### config.mk
export PLATFORM = sky130hd
export DESIGN_NAME = packet_egress_buffer_flat
export DESIGN_NICKNAME = d
export VERILOG_FILES = /design/src/rtl/packet_egress_buffer_pkg.sv /design/src/rtl/packet_egress_buffer_if.sv /design/src/rtl/sync_fifo_show_ahead.sv /design/src/rtl/packet_egress_buffer.sv /design/src/flat_wrapper.sv
export SDC_FILE = /design/constraint.sdc
export NUM_CORES = 2
export LEC_CHECK = 0
export ABC_AREA = 1
export CORE_ASPECT_RATIO = 1.1
export CORE_UTILIZATION = 60
export DETAILED_ROUTE_END_ITERATION = 6
export PLACE_DENSITY = 0.73
export SLEW_MARGIN = 5
export SYNTH_ARGS = -nofsm -noshare
export SYNTH_HDL_FRONTEND = slang
export SYNTH_SLANG_ARGS = --single-unit
### constraint.sdc
create_clock -name clk -period 5.24 [get_ports clk]
set_clock_uncertainty 0.05 [all_clocks]
set_input_delay 1.048 -clock clk [delete_from_list [all_inputs] [get_ports clk]]
set_output_delay 1.048 -clock clk [all_outputs]
set_load 0.01 [all_outputs]
### src/rtl/packet_egress_buffer_pkg.sv
// Shared widths, default depths and payload types for the packet egress buffer.
// PKT_EGRESS_CUT_THROUGH_EN (optional macro) selects cut-through release in the top.
package packet_egress_buffer_pkg;

  localparam int unsigned PKT_HEAD_WIDTH        = 8;
  localparam int unsigned PKT_DATA_WIDTH        = 32;
  localparam int unsigned PKT_EGRESS_DATA_DEPTH = 64;
  localparam int unsigned PKT_EGRESS_HEAD_DEPTH = 8;

  typedef enum logic {
    RX_IDLE = 1'b0,
    RX_BODY = 1'b1
  } rx_state_e;

  // One stored data-FIFO entry.
  typedef struct packed {
    logic [PKT_DATA_WIDTH-1:0] data;
    logic                      start;
    logic                      last;
  } beat_t;

  localparam int unsigned BEAT_WIDTH = $bits(beat_t);

endpackage

### src/rtl/packet_egress_buffer_if.sv
// Beat-stream bundle between the arbiter, the egress buffer and the egress link.
interface packet_egress_buffer_if #(
  parameter int unsigned CNT_WIDTH = 4
);
  import packet_egress_buffer_pkg::*;

  logic                      i_pkt_valid;
  logic [PKT_HEAD_WIDTH-1:0] iv_pkt_head;
  logic [PKT_DATA_WIDTH-1:0] iv_pkt_data;
  logic                      i_pkt_start;
  logic                      i_pkt_last;
  logic                      o_pkt_ready;
  logic                      o_out_valid;
  logic [PKT_HEAD_WIDTH-1:0] ov_out_head;
  logic [PKT_DATA_WIDTH-1:0] ov_out_data;
  logic                      o_out_start;
  logic                      o_out_last;
  logic                      i_out_ready;
  logic                      o_frame_err;
  logic [CNT_WIDTH-1:0]      ov_pkt_cnt;

  modport slave (
    input  i_pkt_valid, iv_pkt_head, iv_pkt_data, i_pkt_start, i_pkt_last, i_out_ready,
    output o_pkt_ready, o_out_valid, ov_out_head, ov_out_data, o_out_start, o_out_last,
           o_frame_err, ov_pkt_cnt
  );

  modport master (
    output i_pkt_valid, iv_pkt_head, iv_pkt_data, i_pkt_start, i_pkt_last, i_out_ready,
    input  o_pkt_ready, o_out_valid, ov_out_head, ov_out_data, o_out_start, o_out_last,
           o_frame_err, ov_pkt_cnt
  );

endinterface

### src/rtl/sync_fifo_show_ahead.sv
// Single-clock FIFO whose head entry is visible on dout without a read strobe.
module sync_fifo_show_ahead #(
  parameter int unsigned WIDTH = 8,
  parameter int unsigned DEPTH = 4
) (
  input  logic                       clk,
  input  logic                       rst,
  input  logic                       wr_en,
  input  logic [WIDTH-1:0]           din,
  output logic                       full,
  input  logic                       rd_en,
  output logic [WIDTH-1:0]           dout,
  output logic                       empty,
  output logic [$clog2(DEPTH):0]     count
);
  localparam int unsigned AW = $clog2(DEPTH);

  logic [WIDTH-1:0] mem [DEPTH];
  logic [AW-1:0]    wr_ptr;
  logic [AW-1:0]    rd_ptr;
  logic             do_wr;
  logic             do_rd;

  assign full  = (count == (AW+1)'(DEPTH));
  assign empty = (count == '0);
  assign do_rd = rd_en & ~empty;
  // A pop in the same cycle frees the slot the push lands in.
  assign do_wr = wr_en & (~full | do_rd);
  assign dout  = mem[rd_ptr];

  always_ff @(posedge clk) begin
    if (do_wr) mem[wr_ptr] <= din;
  end

  always_ff @(posedge clk) begin
    if (rst) begin
      wr_ptr <= '0;
      rd_ptr <= '0;
      count  <= '0;
    end else begin
      if (do_wr) wr_ptr <= wr_ptr + AW'(1);
      if (do_rd) rd_ptr <= rd_ptr + AW'(1);
      count <= count + (AW+1)'(do_wr) - (AW+1)'(do_rd);
    end
  end

endmodule

### src/rtl/packet_egress_buffer.sv
// Store-and-forward egress buffer with start/last framing check.
// Define PKT_EGRESS_CUT_THROUGH_EN to release beats as soon as they are stored.
module packet_egress_buffer
  import packet_egress_buffer_pkg::*;
#(
  parameter int unsigned DATA_DEPTH = PKT_EGRESS_DATA_DEPTH,
  parameter int unsigned HEAD_DEPTH = PKT_EGRESS_HEAD_DEPTH
) (
  input logic                   clk,
  input logic                   rst,
  packet_egress_buffer_if.slave bus
);
  localparam int unsigned DATA_CNT_WIDTH = $clog2(DATA_DEPTH) + 1;
  localparam int unsigned HEAD_CNT_WIDTH = $clog2(HEAD_DEPTH) + 1;

  rx_state_e                 state;
  logic                      rdy_en;
  logic                      frame_err;
  logic [HEAD_CNT_WIDTH-1:0] pkt_cnt;

  logic                      d_full, d_empty, h_full, h_empty;
  logic [DATA_CNT_WIDTH-1:0] d_count;
  logic [HEAD_CNT_WIDTH-1:0] h_count;
  beat_t                     d_din, d_dout;
  logic [PKT_HEAD_WIDTH-1:0] h_dout;
  logic                      unused_fifo_status;

  logic idle_c, ready_c, acc_c, d_wr_c, h_wr_c, commit_c, bad_c;
  logic out_valid_c, pop_c, pop_last_c;

  assign idle_c   = (state == RX_IDLE);
  assign ready_c  = rdy_en & ~d_full & (~h_full | ~bus.i_pkt_start | ~idle_c);
  assign acc_c    = bus.i_pkt_valid & ready_c;
  // Headless beats in IDLE are swallowed; everything else is stored.
  assign d_wr_c   = acc_c & ~(idle_c & ~bus.i_pkt_start);
  assign h_wr_c   = acc_c & idle_c & bus.i_pkt_start;
  assign commit_c = d_wr_c & bus.i_pkt_last;
  assign bad_c    = acc_c & (idle_c ^ bus.i_pkt_start);
  assign d_din    = '{data: bus.iv_pkt_data, start: bus.i_pkt_start & idle_c, last: bus.i_pkt_last};

`ifdef PKT_EGRESS_CUT_THROUGH_EN
  assign out_valid_c = ~d_empty & ~h_empty;
`else
  assign out_valid_c = (pkt_cnt != '0);
`endif
  assign pop_c      = out_valid_c & bus.i_out_ready;
  assign pop_last_c = pop_c & d_dout.last;

  assign unused_fifo_status = ^{d_count, h_count, d_empty, h_empty};

  sync_fifo_show_ahead #(.WIDTH(BEAT_WIDTH), .DEPTH(DATA_DEPTH)) u_data_fifo (
    .clk   (clk),
    .rst   (rst),
    .wr_en (d_wr_c),
    .din   (d_din),
    .full  (d_full),
    .rd_en (pop_c),
    .dout  (d_dout),
    .empty (d_empty),
    .count (d_count)
  );

  sync_fifo_show_ahead #(.WIDTH(PKT_HEAD_WIDTH), .DEPTH(HEAD_DEPTH)) u_head_fifo (
    .clk   (clk),
    .rst   (rst),
    .wr_en (h_wr_c),
    .din   (bus.iv_pkt_head),
    .full  (h_full),
    .rd_en (pop_last_c),
    .dout  (h_dout),
    .empty (h_empty),
    .count (h_count)
  );

  // RX framing FSM, committed-packet counter and error pulse.
  always_ff @(posedge clk) begin
    if (rst) begin
      state     <= RX_IDLE;
      rdy_en    <= 1'b0;
      frame_err <= 1'b0;
      pkt_cnt   <= '0;
    end else begin
      rdy_en    <= 1'b1;
      frame_err <= bad_c;
      if (acc_c) begin
        case (state)
          RX_IDLE: if (bus.i_pkt_start && !bus.i_pkt_last) state <= RX_BODY;
          RX_BODY: if (bus.i_pkt_last) state <= RX_IDLE;
          default: state <= RX_IDLE;
        endcase
      end
      if (commit_c && !pop_last_c) pkt_cnt <= pkt_cnt + HEAD_CNT_WIDTH'(1);
      else if (!commit_c && pop_last_c) pkt_cnt <= pkt_cnt - HEAD_CNT_WIDTH'(1);
    end
  end

  assign bus.o_pkt_ready = ready_c;
  assign bus.o_out_valid = out_valid_c;
  assign bus.ov_out_head = out_valid_c ? h_dout : '0;
  assign bus.ov_out_data = out_valid_c ? d_dout.data : '0;
  assign bus.o_out_start = out_valid_c & d_dout.start;
  assign bus.o_out_last  = out_valid_c & d_dout.last;
  assign bus.o_frame_err = frame_err;
  assign bus.ov_pkt_cnt  = pkt_cnt;

endmodule

### src/flat_wrapper.sv
// flat-port wrapper written by rule: the top's interface ports become plain ports
module packet_egress_buffer_flat import packet_egress_buffer_pkg::*;
#(
  parameter int unsigned DATA_DEPTH = PKT_EGRESS_DATA_DEPTH,
  parameter int unsigned HEAD_DEPTH = PKT_EGRESS_HEAD_DEPTH
)
  (clk, rst, bus_i_pkt_valid, bus_iv_pkt_head, bus_iv_pkt_data, bus_i_pkt_start, bus_i_pkt_last, bus_i_out_ready, bus_o_pkt_ready, bus_o_out_valid, bus_ov_out_head, bus_ov_out_data, bus_o_out_start, bus_o_out_last, bus_o_frame_err, bus_ov_pkt_cnt);
  packet_egress_buffer_if #(.CNT_WIDTH((4))) bus_i ();
  input logic clk;
  input logic rst;
  input wire logic [$bits(bus_i.i_pkt_valid)-1:0] bus_i_pkt_valid;
  input wire logic [$bits(bus_i.iv_pkt_head)-1:0] bus_iv_pkt_head;
  input wire logic [$bits(bus_i.iv_pkt_data)-1:0] bus_iv_pkt_data;
  input wire logic [$bits(bus_i.i_pkt_start)-1:0] bus_i_pkt_start;
  input wire logic [$bits(bus_i.i_pkt_last)-1:0] bus_i_pkt_last;
  input wire logic [$bits(bus_i.i_out_ready)-1:0] bus_i_out_ready;
  output wire logic [$bits(bus_i.o_pkt_ready)-1:0] bus_o_pkt_ready;
  output wire logic [$bits(bus_i.o_out_valid)-1:0] bus_o_out_valid;
  output wire logic [$bits(bus_i.ov_out_head)-1:0] bus_ov_out_head;
  output wire logic [$bits(bus_i.ov_out_data)-1:0] bus_ov_out_data;
  output wire logic [$bits(bus_i.o_out_start)-1:0] bus_o_out_start;
  output wire logic [$bits(bus_i.o_out_last)-1:0] bus_o_out_last;
  output wire logic [$bits(bus_i.o_frame_err)-1:0] bus_o_frame_err;
  output wire logic [$bits(bus_i.ov_pkt_cnt)-1:0] bus_ov_pkt_cnt;
  assign bus_i.i_pkt_valid = bus_i_pkt_valid;
  assign bus_i.iv_pkt_head = bus_iv_pkt_head;
  assign bus_i.iv_pkt_data = bus_iv_pkt_data;
  assign bus_i.i_pkt_start = bus_i_pkt_start;
  assign bus_i.i_pkt_last = bus_i_pkt_last;
  assign bus_i.i_out_ready = bus_i_out_ready;
  assign bus_o_pkt_ready = bus_i.o_pkt_ready;
  assign bus_o_out_valid = bus_i.o_out_valid;
  assign bus_ov_out_head = bus_i.ov_out_head;
  assign bus_ov_out_data = bus_i.ov_out_data;
  assign bus_o_out_start = bus_i.o_out_start;
  assign bus_o_out_last = bus_i.o_out_last;
  assign bus_o_frame_err = bus_i.o_frame_err;
  assign bus_ov_pkt_cnt = bus_i.ov_pkt_cnt;
  packet_egress_buffer #(.DATA_DEPTH(DATA_DEPTH), .HEAD_DEPTH(HEAD_DEPTH)) u_core (.clk(clk), .rst(rst), .bus(bus_i));
endmodule
* Word level (Yosys, flattened, before mapping)
Memory sizes are Yosys's and may differ from the RTL's. A register that Yosys moved wholly into a read port is not among the register bits. Cells that the tools add are included.
Operators by class: shift operators 0, eq/ne operators 2, $lt $le $gt $ge 0, bitwise gates (word level) 30, mux-type cells 16, add/sub/neg operators 10, reductions and logical operators 10, divide/modulo/power cells 0, multipliers 0
Operators with widths (count):
- 32-bit two-way mux | 1
- 1-bit AND | 18
- 6-bit by 1-bit adder with 6-bit output, second input constant | 2
- 6-bit two-way mux | 2
- 4-bit two-way mux | 2
- 8-bit two-way mux | 1
- 7-bit by 1-bit adder with 7-bit output | 1
- 7-bit == test, second input constant | 1
- 7-bit zero test | 1
- 1-bit two-way mux | 7
- 1-bit inverter | 7
- 7-bit by 1-bit subtractor with 7-bit output | 1
- 3-bit by 1-bit adder with 3-bit output, second input constant | 2
- 3-bit two-way mux | 2
- 4-bit by 1-bit adder with 4-bit output | 1
- 4-bit by 1-bit adder with 4-bit output, second input constant | 1
- 4-bit == test, second input constant | 1
- 4-bit zero test | 1
- 1-bit OR | 4
- 4-bit nonzero test | 1
- 4-bit by 1-bit subtractor with 4-bit output | 1
- 4-bit by 1-bit subtractor with 4-bit output, second input constant | 1
- 1-bit logical AND | 3
- 1-bit zero test | 3
- 3 further kinds | 3
Storage, ports and cells: bits in writable memories 2240, output and inout bits 49, register bits 36, latch bits 0, bits in read-only memories 0, memories kept 2, bits of input ports 46
Memories:
- u_core.u_data_fifo.mem | depth 64, bits a word 34, rd ports 1, clocked after memory_dff 1, write ports 1, RTL line sync_fifo_show_ahead.sv:18 | logic [WIDTH-1:0] mem [DEPTH];
- u_core.u_head_fifo.mem | depth 8, bits a word 8, rd ports 1, clocked after memory_dff 1, write ports 1, RTL line sync_fifo_show_ahead.sv:18

* Logic depth before layout (Yosys ltp)
depth after elaboration 12, mapped depth 23

* Modules after synthesis
From an unflattened synthesis, not the netlist that was laid out.
Unflattened totals: cells, all modules 7741, area, all modules 92381.1 sq um
By module, submodules not included:
- sync_fifo_show_ahead at u_core.u_data_fifo | area an instance 88287.2 sq um, cells an instance 7302, instances 1
- sync_fifo_show_ahead at u_core.u_head_fifo | area an instance 3258.1 sq um, cells an instance 287, instances 1
- packet_egress_buffer | area an instance 835.8 sq um, cells an instance 152, instances 1

* Worst setup path after synthesis
No wires, ideal clock.
kind input -> register, start point input port bus_i_pkt_start, end point memory u_core.u_data_fifo.mem[47][0] (netlist name) (enable), data arrival time 4449 ps, setup slack 273 ps, stages on the path 10, buffers on the path 1, setup time 468 ps, path through inv_1 nor2_1 nand3_1 nand2_1 a31oi_1 nand2_1 nor2_1 buf_2 nand3_1 nor3_1
Between the ends: longest elaborated chain between the ends 9
Ends and longest elaborated chain:
- start: declaration | RTL line flat_wrapper.sv:14 | input wire logic [$bits(bus_i.i_pkt_start)-1:0] bus_i_pkt_start;
- 1-bit inverter | RTL line packet_egress_buffer.sv:32 | assign ready_c = rdy_en & ~d_full & (~h_full | ~bus.i_pkt_start | ~idle_c);
- 1-bit OR (2 in series) | RTL line packet_egress_buffer.sv:32
- 1-bit AND | RTL line packet_egress_buffer.sv:32
- named net bus_o_pkt_ready | RTL line flat_wrapper.sv:17 | output wire logic [$bits(bus_i.o_pkt_ready)-1:0] bus_o_pkt_ready;
- 1-bit AND | RTL line packet_egress_buffer.sv:33 | assign acc_c = bus.i_pkt_valid & ready_c;
- 1-bit AND | RTL line packet_egress_buffer.sv:35 | assign d_wr_c = acc_c & ~(idle_c & ~bus.i_pkt_start);
- 1-bit AND | RTL line sync_fifo_show_ahead.sv:28 | assign do_wr = wr_en & (~full | do_rd);
- 1-bit two-way mux | RTL line sync_fifo_show_ahead.sv:32 | if (do_wr) mem[wr_ptr] <= din;
- 1-bit two-way mux (not written as such) | RTL line sync_fifo_show_ahead.sv:32
- end: declaration | RTL line sync_fifo_show_ahead.sv:18
The timed path passes the listed nets, and every way through them passes these cells.

==> summary.md <==
| Metric | Value |
|---|---|
| Total power | 49.5 mW |
| Final Critical Period | 5.26 ns |
| Gr usage total | 32.9% |
| Vias in the first global route | 57100 |
| Skew-Pair Late Insertion Delay | 0.87 ns |
| Syn_area_per_cell | 13.1 um^2 |
| Net count after synthesis | 6971 |
| DIE WIDTH | 372 um |
| DRC viols | 8 |
| Max clock buf depth | 3 |
| Row count | 148 |
| Clk pin slew, worst setup/hold paths | 0.06 ns |
| P per Cell Area | 489 mW/mm^2 |
| ANT nets after route | 0 |
| Count of input and output buffers | 94 |
| Yosys warning total | 0 |
| Max Slew Vio Count | 0 |
| Final period utilization | 100% |
| Synthesized cell area | 0.0902 mm^2 |
| Total Wirelength | 253000 um |
| Seq/Total Area, Yosys | 75.6% |
| Worst hold-check path type | flip-flop to flip-flop |
| Iteration-0 DRC Markers | 9280 |
| Cell type with the largest total area after synthesis | edfxtp_1 |
| Max cap viols | 0 |
| WP data arrival | 4.16 ns |
| Status | complete, but fails checks |
| Final instance area | 0.101 mm^2 |
| TritonCTS clock tree | built |
| Die Area | 0.152 mm^2 |
| Cell area after placement | 0.0943 mm^2 |
| Synthesized instance count | 6898 |
| Core Region | 0.149 mm^2 |
| IO Pins | 95 |
| Crit end category | primary output |
| Crit path launch type | flip-flop |
| H-tree depth | 4 |
| CTS buffer count | 213 |
| Share of layout cells above drive strength 1 | 9.72% |
| Clock sink count | 2285 |
| FF+latch count, synth | 2285 |
| Pleak | 33.1 nW |
| Antenna Cells | 0 |
| RD Place Congestion | 0.851 |
| Fin nets | 7067 |
| Initial antenna violation count | 8 |
| DR pass1 iterations | 7 |
| Slew Limit Headroom | 16.0% |
| Area growth from synthesis to layout | 12.3% |
| Root buffer cell | clkbuf_16 |
| Largest net degree at the start of global routing | 134 |
| FFs w/ async S/R, synth | 0% |
| Crit path kind | flip-flop to primary output |
| DR WL/cell | 27.7 um |
| HPWL Detailed | 135000 um |
| Failing checks | DRC, setup timing |
| Fin Hold WS | 0.434 ns |
| EDFF count, synth | 2240 |
| Worst path required time | 4.14 ns |
| Synth area leaders | edfxtp_1 (75%), o21ai_0 (6.6%), nor2_1 (5.4%) |
| Gr ovfl total | 0 |
| Final setup vio count | 1 |
| Hold_buf cts | 0 |
| Die Ht | 409 um |
| Final Hold Viols | 0 |
| Initial core utilization | 60.7% |
| Worst slew pin tran | 1.26 ns |
| Fmax | 0.190 GHz |
| Worst-path fanout max | 40 |
| Top_reg_cell synth | edfxtp_1 |
| Via density | 6.60 |
| Max VDD drop | 501 uV |
| Distinct cells, synth | 39 |
| Final WS setup | -0.0214 ns |
| Yosys top cell area share | 74.6% |
| Vias | 60200 |
| First-pass GRT wire length | 365000 um |
| Reg2Reg Setup Slack | 1.34 ns |
-- final timing paths --
path | cells past startpoint | start | end
worst max register to register | 22 | flip-flop | u_core.u_head_fifo.count[3]$_SDFF_PP0_
worst max-delay path | 13 | flip-flop | bus_ov_out_data[6]
worst min register to register | 2 | u_core.u_data_fifo.rd_ptr[5]$_SDFFE_PP0N_ | flip-flop
worst min-delay path | 2 | u_core.u_data_fifo.rd_ptr[5]$_SDFFE_PP0N_ | flip-flop
-- metrics by stage --
step	instances	util (%)	setup slack [ns]	setup TNS, ns
after floorplan	6898	-	0.273	0
after global placement	8708	63.5	0.636	0
after detailed placement	8708	63.5	0.652	0
after CTS	9111	68.0	-0.0390	-0.0935
after global routing	9121	68.2	-0.000926	-0.000926
final	9121	68.2	-0.0214	-0.0214
-- power by group --
| part | internal (mW) | total (mW) | switching [mW] |
|---|---|---|---|
| Sequential | 20.2 | 20.3 | 0.0940 |
| Combinational | 4.86 | 14.6 | 9.72 |
| Clock | 8.02 | 14.7 | 6.67 |
-- layout by cell type, fill, tap and decap left out, types with 48 or more instances in the layout --
| cell type | synthesis | layout |
|---|---|---|
| inv_1 | 66 | 64 |
| o22ai_1 | 451 | 449 |
| nand3_1 | 295 | 293 |
| a21oi_1 | 75 | 70 |
| o221ai_1 | 97 | 97 |
| nand2_1 | 492 | 492 |
| edfxtp_1 | 2240 | 2240 |
| nor2_1 | 1297 | 1231 |
| clkinv_1 | 3 | 53 |
| clkdlybuf4s50_1 | 0 | 61 |
| buf_12 | 2 | 67 |
| buf_4 | 58 | 193 |
| clkbuf_16 | 0 | 218 |
| nor2_4 | 0 | 64 |
| o21ai_1 | 50 | 54 |
| o21ai_0 | 1188 | 1184 |
| clkbuf_1 | 270 | 48 |
-- critical path, stage by stage (launching register included) --
cell             delay, ns
dfxtp_4               0.39
buf_12                0.17
inv_12                0.23
buf_12                0.26
buf_4                 0.26
o21ai_0               0.12
o22ai_1               0.17
nand2_1               0.08
nand3_1               0.10
nand2_1               0.07
a31oi_1               0.40
nor2_1                0.18
nor2_1                0.27
clkdlybuf4s50_1       0.60
-- state kept, by name, indices dropped and copies added, names as in the netlist, named ones only --
register and flops:
u_core.u_head_fifo.rd_ptr 3, u_core.u_data_fifo.wr_ptr 6, u_core.u_data_fifo.count 7, u_core.u_data_fifo.mem 2176, u_core.bus.o_frame_err 1, u_core.u_head_fifo.mem 64, u_core.bus.ov_pkt_cnt 4, u_core.state 1
u_core.u_data_fifo.rd_ptr 6, u_core.u_head_fifo.count 4, u_core.rdy_en 1, u_core.u_head_fifo.wr_ptr 3
-- cell type report --
type                       count  area (um^2)
sequential                  2285        68200
fill                        9902        47200
multi-input combinational   4054        19900
clock buffer                 264         5590
timing repair buffer         369         3880
tap                         1950         2440
clock inverter               128          980
inverter                      71          319
-- cells in the mapped netlist (all sizes together), types with 2 or more instances --
cell and n:
o31ai 3, a211oi 2, edfxtp 2240, fa 3, nor2 1297, o21ai 1238, nand3 296, nand4 9
o221ai 97, nand2 492, or2 2, o21bai 4, o22ai 451, buf 218, clkbuf 270, o211ai 20
xor2 3, a31oi 19, a21oi 75, ha 24, nor3 12, dfxtp 45, inv 68, clkinv 3
-- cells by family (layout without fill, tap and decap cells) --
| family | Yosys count | count (layout) | share of synthesized area, % |
|---|---|---|---|
| AOI/OAI and AO/OA | 1913 | 1913 | 11.8 |
| xor gates and xnor gates | 4 | 4 | 0.0389 |
| adders and majority gates | 27 | 27 | 0.400 |
| buffers and inverters | 559 | 832 | 2.95 |
| DFF | 2285 | 2285 | 75.6 |
| and+or+nand+nor | 2110 | 2110 | 9.25 |
-- layer usage --
layer | up-vias | track usage (%) | part of all wire, %
met3 | 659 | 6.77 | 12
met4 | 8 | 15.9 | 5.0
met2 | 4248 | 51.1 | 47
met5 | - | 0 | 0.022
li1 | 25800 | - | -
met1 | 29500 | 44.8 | 36
-- what timing repair did --
item,in CTS,in global routing
resized for setup,8,27
endpoints found under the hold margin,0,0
cloned,0,2
setup endpoints to repair,26,27
pin swaps,0,0
buffers inserted,11,8
(Power assumes the default switching activity.)
